`src/rtl/seq_ctrl_pkg.sv`:
```
// Shared types for the multi-cycle CPU sequencer: mode and stage encodings.
package seq_ctrl_pkg;

  localparam int unsigned MODE_W  = 2;
  localparam int unsigned STAGE_W = 3;

  typedef enum logic [MODE_W-1:0] {
    MODE_IDLE = 2'd0,
    MODE_LOAD = 2'd1,
    MODE_RUN  = 2'd2,
    MODE_HALT = 2'd3
  } mode_t;

  typedef enum logic [STAGE_W-1:0] {
    STAGE_FETCH    = 3'd0,
    STAGE_DECODE   = 3'd1,
    STAGE_EXECUTE  = 3'd2,
    STAGE_WRITEREG = 3'd3
  } stage_t;

endpackage

```
`src/rtl/seq_ctrl_perf_cnt.sv`:
```
// Free-running performance counter with synchronous clear and count enable.
module perf_cnt #(
  parameter int unsigned CNT_W = 32
) (
  input  logic             clk,
  input  logic             clr,
  input  logic             en,
  output logic [CNT_W-1:0] count
);

  // Wraps modulo 2^CNT_W without saturation.
  always_ff @(posedge clk) begin
    if (clr) begin
      count <= '0;
    end else if (en) begin
      count <= count + CNT_W'(1);
    end
  end

endmodule

```
`src/rtl/seq_ctrl.sv`:
```
// Multi-cycle CPU sequencer: boot/load handshake, FETCH/DECODE/EXECUTE/WRITEREG loop,
// single-step, halt/resume, I/O-wait watchdog and performance counters.
module seq_ctrl
  import seq_ctrl_pkg::*;
#(
  parameter int unsigned     PC_W     = 32,
  parameter int unsigned     LAT_W    = 5,
  parameter int unsigned     CNT_W    = 32,
  parameter logic [PC_W-1:0] RESET_PC = '0,
  parameter int unsigned     TIMEOUT  = 0
) (
  input  logic               clk,
  input  logic               rst,
  input  logic               boot_req,
  input  logic               load_done,
  input  logic               load_ack,
  input  logic [PC_W-1:0]    d_npc,
  input  logic [LAT_W-1:0]   de_wait_time,
  input  logic               de_stop,
  input  logic               io_busy,
  input  logic               step_mode,
  input  logic               step_req,
  input  logic               resume,
  output logic [PC_W-1:0]    pc,
  output logic [MODE_W-1:0]  mode,
  output logic [STAGE_W-1:0] stage,
  output logic               fd_update,
  output logic               de_update,
  output logic               ew_update,
  output logic               e_start,
  output logic               timeout,
  output logic [CNT_W-1:0]   cycle_cnt,
  output logic [CNT_W-1:0]   instret
);

  localparam int unsigned WD_W = (TIMEOUT > 1) ? $clog2(TIMEOUT + 1) : 1;

  mode_t            mode_q, mode_d;
  stage_t           stage_q, stage_d;
  logic [PC_W-1:0]  pc_q, pc_d;
  logic [LAT_W-1:0] lat_q, lat_d;
  logic [WD_W-1:0]  wd_q, wd_d, wd_inc;
  logic             e_start_q, e_start_d;
  logic             timeout_q, timeout_d;
  logic             go;

  // State register.
  always_ff @(posedge clk) begin
    if (rst) begin
      mode_q    <= MODE_IDLE;
      stage_q   <= STAGE_FETCH;
      pc_q      <= RESET_PC;
      lat_q     <= '0;
      wd_q      <= '0;
      e_start_q <= 1'b0;
      timeout_q <= 1'b0;
    end else begin
      mode_q    <= mode_d;
      stage_q   <= stage_d;
      pc_q      <= pc_d;
      lat_q     <= lat_d;
      wd_q      <= wd_d;
      e_start_q <= e_start_d;
      timeout_q <= timeout_d;
    end
  end

  // Next-state logic for mode and stage FSMs.
  always_comb begin
    mode_d    = mode_q;
    stage_d   = stage_q;
    pc_d      = pc_q;
    lat_d     = lat_q;
    wd_d      = wd_q;
    e_start_d = e_start_q;
    timeout_d = timeout_q;
    go        = !step_mode || step_req;
    wd_inc    = wd_q + WD_W'(1);

    case (mode_q)
      MODE_IDLE: begin
        if (boot_req) mode_d = MODE_LOAD;
      end
      MODE_LOAD: begin
        if (load_done && load_ack) begin
          mode_d  = MODE_RUN;
          stage_d = STAGE_FETCH;
        end
      end
      MODE_RUN: begin
        case (stage_q)
          STAGE_FETCH: begin
            if (go) stage_d = STAGE_DECODE;
          end
          STAGE_DECODE: begin
            stage_d   = STAGE_EXECUTE;
            pc_d      = d_npc;
            e_start_d = 1'b1;
            lat_d     = '0;
            wd_d      = '0;
          end
          STAGE_EXECUTE: begin
            e_start_d = 1'b0;
            // >= so a wait time lowered mid-instruction cannot strand the counter.
            if (lat_q < de_wait_time) begin
              lat_d = lat_q + LAT_W'(1);
            end else if (!io_busy) begin
              lat_d   = '0;
              wd_d    = '0;
              stage_d = STAGE_WRITEREG;
            end else if (TIMEOUT != 0) begin
              if (wd_inc == WD_W'(TIMEOUT)) begin
                timeout_d = 1'b1;
                lat_d     = '0;
                wd_d      = '0;
                stage_d   = STAGE_WRITEREG;
              end else begin
                wd_d = wd_inc;
              end
            end
          end
          STAGE_WRITEREG: begin
            stage_d = STAGE_FETCH;
            if (de_stop) mode_d = MODE_HALT;
          end
          default: stage_d = STAGE_FETCH;
        endcase
      end
      MODE_HALT: begin
        if (resume) begin
          mode_d  = MODE_RUN;
          stage_d = STAGE_FETCH;
          pc_d    = RESET_PC;
        end
      end
      default: mode_d = MODE_IDLE;
    endcase
  end

  assign pc        = pc_q;
  assign mode      = mode_q;
  assign stage     = stage_q;
  assign e_start   = e_start_q;
  assign timeout   = timeout_q;
  assign fd_update = (mode_q == MODE_RUN) && (stage_q == STAGE_FETCH) && go;
  assign de_update = (mode_q == MODE_RUN) && (stage_q == STAGE_DECODE);
  assign ew_update = (mode_q == MODE_RUN) && (stage_q == STAGE_WRITEREG);

  perf_cnt #(.CNT_W(CNT_W)) u_cycle_cnt (
    .clk   (clk),
    .clr   (rst),
    .en    (mode_q == MODE_RUN),
    .count (cycle_cnt)
  );

  perf_cnt #(.CNT_W(CNT_W)) u_instret (
    .clk   (clk),
    .clr   (rst),
    .en    ((mode_q == MODE_RUN) && (stage_q == STAGE_WRITEREG)),
    .count (instret)
  );

endmodule

```
`config.mk`:
```
export PLATFORM = sky130hd
export DESIGN_NAME = seq_ctrl
export DESIGN_NICKNAME = d
export VERILOG_FILES = /design/src/rtl/seq_ctrl_pkg.sv /design/src/rtl/seq_ctrl_perf_cnt.sv /design/src/rtl/seq_ctrl.sv
export SDC_FILE = /design/constraint.sdc
export NUM_CORES = 1
export LEC_CHECK = 0
export CAP_MARGIN = 20
export CORE_MARGIN = 3
export CORE_UTILIZATION = 46
export DETAILED_ROUTE_END_ITERATION = 6
export PLACE_DENSITY = 0.84
export REMOVE_ABC_BUFFERS = 1
export SYNTH_ARGS = -nofsm -noshare
export SYNTH_HDL_FRONTEND = slang
export SYNTH_SLANG_ARGS = --single-unit
```
`constraint.sdc`:
```
create_clock -name clk -period 2.4 [get_ports clk]
set_input_delay 0.48 -clock clk [delete_from_list [all_inputs] [get_ports clk]]
set_output_delay 0.48 -clock clk [all_outputs]
set_load 0.02 [all_outputs]
```
## Yosys cells after proc, flatten, opt, wreduce, memory -nomap -nowiden

Cells that the tools add are included.

| operators by class | value |
|---|---|
| mux-type cells | 20 |
| equality and inequality tests | 16 |
| reduce and logical (&&, ||, !) cells | 17 |
| order comparisons | 1 |
| $add $sub $neg | 3 |

Operators with widths:

| kind | number |
|---|---|
| 32-bit by 1-bit adder with 32-bit output (second input constant) | 2 |
| 32-bit two-way mux | 2 |
| 32-bit case mux with 2 select lines | 1 |
| 3-bit case mux with 3 select lines | 2 |
| 3-bit two-way mux | 5 |
| 2-bit != test (second input constant) | 6 |
| 3-bit != test (second input constant) | 4 |
| 2-bit two-way mux | 5 |
| 5-bit two-way mux | 2 |
| 5-bit case mux with 2 select lines | 1 |
| 2-bit case mux with 4 select lines | 1 |
| 3-bit by 2-bit equality test with 1-bit output (second input constant) | 2 |
| 3-bit AND reduction | 2 |
| 6-bit AND reduction | 1 |
| 5-bit by 1-bit adder with 5-bit output (second input constant) | 1 |
| 1-bit logical AND | 5 |
| 5-bit less-than comparator | 1 |
| 5-bit AND reduction | 1 |
| 2-bit equality test (second input constant) | 2 |
| 2-bit nonzero test | 2 |
| 3-bit by 1-bit equality test with 1-bit output (second input constant) | 1 |
| 3-bit logical NOT | 1 |
| 3-bit nonzero test | 1 |
| 2-bit by 1-bit equality test with 1-bit output (second input constant) | 1 |
| other kinds (5) | 5 |

| storage, ports and cells | value |
|---|---|
| input bits | 47 |
| logic and storage cells | 64 |
| register bits after elaboration | 107 |
| output and inout bits | 106 |

## Longest topological paths before layout

| logic depth | value |
|---|---|
| word-level depth | 5 |
| mapped depth | 8 |
| depth with buffers taken out | 7 |

## By module

A second synthesis with hierarchy kept.

| second synthesis, totals | value |
|---|---|
| cell total of the unflattened synthesis | 561 |
| area total of the unflattened synthesis | 4,951.0 um^2 |

By module, submodules not included:

| module | area an instance (um^2) | sequential area each (um^2) | instances | cells each |
|---|---|---|---|---|
| perf_cnt | 1,564.0 | 640.6 | 2 | 181 |
| seq_ctrl | 1,823.0 | 840.8 | 1 | 199 |

## Least setup slack after synthesis

No wires, ideal clock.

| timing path | value |
|---|---|
| kind | reg2out |
| start | reg mode_q[1] (netlist: mode[1]) |
| end | out de_update |
| slack | 0.450 ns |
| data arrival time | 1.470 ns |
| stages on the path, launching flop included | 6 |
| path buffers | 3 |
| required time | 1.920 ns |
| path through | dfxtp_1 > buf_4 > nor2b_1 > and2_1 > buf_2 > clkbuf_1 |

| between the ends | value |
|---|---|
| cells in the longest elaborated chain, start to end | 2 |

Ends and longest elaborated chain:

| element | RTL line | text |
|---|---|---|
| from (decl) | seq_ctrl.sv:38 | `mode_t mode_q, mode_d;` |
| from (signal assigned) | seq_ctrl.sv:58 | `mode_q <= mode_d;` |
| 2-bit equality test | seq_ctrl.sv:146 | `assign de_update = (mode_q == MODE_RUN) && (stage_q == STAGE_DECODE);` |
| 1-bit logical AND | seq_ctrl.sv:146 |  |
| to (decl) | seq_ctrl.sv:28 | `output logic de_update,` |

Every way passes these cells.

## Worst setup path after layout

| timing path | value |
|---|---|
| start | in de_wait_time[2] |
| end | reg lat_q[4] |

| between the ends | value |
|---|---|
| cells in the longest elaborated chain, start to end | 3 |
| elaborated cells between the ends (all ways) | 5 |
| classes of those cells | order compare: 1; eq/ne: 1; mux: 2; reduce/logical: 1 |

Ends and longest elaborated chain:

| element | RTL line | text |
|---|---|---|
| from (decl) | seq_ctrl.sv:18 | `input logic [LAT_W-1:0] de_wait_time,` |
| 5-bit less-than comparator (*) | seq_ctrl.sv:105 | `if (lat_q < de_wait_time) begin` |
| 3-bit != test (no line) or 5-bit two-way mux (tied branches) | -- |  |
| 3-bit AND reduction (no line) or 5-bit case mux with 2 select lines (tied branches) | -- |  |
| to (signal assigned) | seq_ctrl.sv:61 | `lat_q <= lat_d;` |
| to (decl) | seq_ctrl.sv:41 | `logic [LAT_W-1:0] lat_q, lat_d;` |

Every way passes the cells marked *; elsewhere a longest branch is shown, timed or not.
A chain may end at the register's enable or synchronous reset.

==> results by group <==
Worst setup path
  • R2R cell count: 6
  • Reg-to-reg startpoint: lat_q[2]$_SDFFE_PP0P_
  • Max stage delay cell, worst path: clkdlybuf4s50_1
  • Critical Path Source: de_wait_time[2]
  • WP depth: 8
  • CP max FO: 5
  • Worst Setup End Kind: flip-flop
  • R2R Setup Slk: 0.39 ns
  • CP bufs+invs: 2
  • Worst path cell trace: clkdlybuf4s50_1 -> inv_1 -> ha_1 -> a21o_1 -> a31oi_1 -> o21ai_0 -> a311o_1 -> a21oi_1
  • Worst Setup EP: lat_q[4]$_SDFFE_PP0P_
  • Worst r2r dst: lat_q[4]$_SDFFE_PP0P_
  • Crit path arrival time: 2.52 ns
  • CP Class: in2reg
  • Crit-path max cell delay: 0.46 ns
  • CP Launch Type: primary input
  • Largest delay share family, worst path: compound AO/OA/AOI/OAI gates
  • Critical Path RT: 2.69 ns

Power
  • P_int: 2.33 mW
  • Psw: 0.727 mW
  • Leak: 2.43 nW
  • Power per cell area: 464 nW/um2
  • Combinational Power Share: 7.0%
  • Clock network fraction of total power: 35.0%
  • Max IR drop VDD: 0.000310 V
  • Switching fraction of total power: 23.8%
  • Part of the power in registers: 58.0%

Clocking
  • Worst skew pair latency: 0.36 ns
  • Clock root cell: clkbuf_8
  • CTS tree: done
  • CTS Sinks: 106
  • Worst-path clk slew: 0.10 ns
  • Hold_buf cts: 0
  • CTS buffer count: 9
  • Clock Tree Buf Depth: 2
  • Max H-tree Level: 3
  • Post-CTS Setup Repair Bufs: 0

Timing
  • Worst slew pin tran: 0.546 ns
  • Final Hold Fails: 0
  • RSZ-0062 raised after global routing: false
  • Final clock skew: 0.0164 ns
  • Final setup violation count: 0
  • Smallest setup slack after layout: 0.173 ns
  • Final worst path period need: 2.23 ns
  • Relative slew slack: 63.6%
  • F_max: 449 MHz
  • TNS Setup: 0 ns
  • Slew Viols, Final: 0
  • Period utilisation layout: 92.8%

Finish
  • Area delta synth->final: 39.2%
  • Antenna fix cells: 0
  • Most frequent cells in the layout: clkdlybuf4s50_1, nor2_1, dfxtp_1
  • Nets: 741
  • Non-Filler Instances: 821
  • Layout cell share with drive strength beyond 1: 6.98%
  • Commonest non-fill, non-tap cell in the layout: clkdlybuf4s50_1
  • Fin util: 66.7%

Placed design
  • DPL Wire Length: 9.12 mm
  • DP Cell Count: 805
  • I/O Buffers: 150
  • Pre-CTS WS: -0.155 ns
  • GP Congestion: 0.848

Drt
  • Routed wire per std cell: 14.8 um
  • Total Wirelength: 12.1 mm
  • Routed Antenna Nets: 0
  • Pre-antenna DRT Iters: 4
  • DRC: 0
  • Vias per std cell: 5.31
  • Initial DRC count: 161
  • Routed vias: 4358

GRT
  • Global route overflow: 0
  • First-pass GRT wire length: 20.5 mm
  • Pin count of the biggest net entering global routing: 57
  • Total track usage: 21.7%
  • Initial antenna violation count: 0
  • Vias in the first global route: 4308

Status
  • Status: completed

Logic synthesis
  • FFs w/ async S/R, synth: 0%
  • Yosys reg bits: 106
  • Synth area leaders: dfxtp_1, nor2_1, xor2_1
  • Mux contribution to synthesized area: 1.14%
  • Synth Cell Area: 4730 um2
  • Average cell area after synthesis: 8.86 um2
  • Yosys top cell by area: dfxtp_1
  • Yosys top cell area share: 44.9%
  • Post-synthesis compound-gate area fraction: 9.63%
  • Sequential area share after synthesis: 44.9%
  • Largest family of logic cells by synthesized area: simple AND/OR/NAND/NOR gates
  • Post-synthesis cell count: 534
  • Simple-Gate Fraction of Synth Area: 27.6%
  • Synth Area in XOR/XNOR: 10.6%
  • Top_reg_cell synth: dfxtp_1
  • Synth warnings: 0
  • Post-Synth Adder-Cell Area: 2.91%
  • Netlist cell types: 48
  • Post-synth EDFFs: 0

Die
  • Die X: 107 um
  • DIE HEIGHT: 107 um
  • DIE AREA: 11500 um2
  • I/O Pins: 153
  • Core ar.: 9860 um2
  • Initial cell density of the core: 48.0%
  • Std cell rows: 36

Worst hold path
  • Worst min-delay path startpoint: u_instret.count[29]$_SDFFE_PP0P_
  • Hold Crit Class: reg2reg

Job
  • Max-capacitance violation count: 0
## state kept, by name, summed over array words and instances (netlist names)
name               cells
pc                    32
u_cycle_cnt.count     32
u_instret.count       32
lat_q                  5
mode                   2
stage                  2
e_start                1
## stage by stage
| step | total power, mW | hold slack, ns | area [um2] |
|---|---|---|---|
| detailed placement | 2.03 | 0.488 | 6380 |
| CTS | 3.09 | 0.516 | 6580 |
| floorplan | 1.88 | 0.462 | 4620 |
| global route | 3.17 | 0.543 | 6580 |
| finish | 3.06 | 0.515 | 6580 |
| global placement | 2.02 | 0.470 | 6380 |
## power groups by stage
stage	Sequential, mW	Combinational (mW)	Clock [mW]
floorplan	1.83	0.0504	0
global placement	1.81	0.209	0
detailed placement	1.81	0.214	0
CTS	1.77	0.215	1.10
global route	1.77	0.233	1.16
finish	1.77	0.215	1.07
## worst min-delay path, cell delays in order (launching register included)
cell and delay, ns:
dfxtp_1 0.34, o21ai_0 0.08, a21oi_1 0.06
## cell usage after synthesis, types with 3 or more instances
cell type and instances:
a21oi_1 11, a22oi_1 32, and2_1 6, and3_1 5
and4_1 10, buf_1 5, buf_2 3, buf_4 3
clkbuf_1 15, dfxtp_1 106, ha_1 11, inv_1 10
mux2_2 3, nand2_1 27, nand2b_1 5, nand3_1 20
nand3_2 3, nand4_1 25, nor2_1 113, nor2b_1 6
nor3_1 5, nor4_1 10, o21ai_0 7, or3_1 6
xnor2_1 25, xor2_1 32
## worst min-delay path by stage
stage	to	slack [ns]	depth (start not counted)
3_5_place_dp	pc[21]$_SDFFE_PP0P_	0.49	2
5_1_grt	pc[7]$_SDFFE_PP0P_	0.54	2
2_1_floorplan	lat_q[4]$_SDFFE_PP0P_	0.46	2
3_3_place_gp	u_instret.count[31]$_SDFFE_PP0P_	0.47	2
4_1_cts	u_instret.count[29]$_SDFFE_PP0P_	0.52	2
6_report	u_instret.count[29]$_SDFFE_PP0P_	0.51	2
## cell type report
class	count	area (um2)
well taps	133	166
clock inverters	5	43.8
fillers	773	3280
repair buffers	163	1600
flip-flops and latches	106	2120
clock buffers	11	151
multi-input cells	392	2460
inverters	11	41.3
## timing repair
action / in CTS / in global routing
gates resized for setup: 1 / 2
pin swaps: 0 / 0
endpoints found under the setup margin: 1 / 2
## routing by layer
layer,GRT usage [%],share of wire (%)
met1,27.4,43
met2,35.8,47
met3,6.96,8.2
met4,5.77,1.1
met5,0,0
## logic make-up (layout without fill, tap and decap cells)
kind of cell | after synthesis | after routing
simple gates | 252 | 252
fa+ha+maj | 11 | 11
xor+xnor | 57 | 57
flops | 106 | 106
buf+inv | 37 | 190
compound gates | 65 | 65
mux | 5 | 5
other cells | 1 | 2
(Power assumes the default switching activity.)
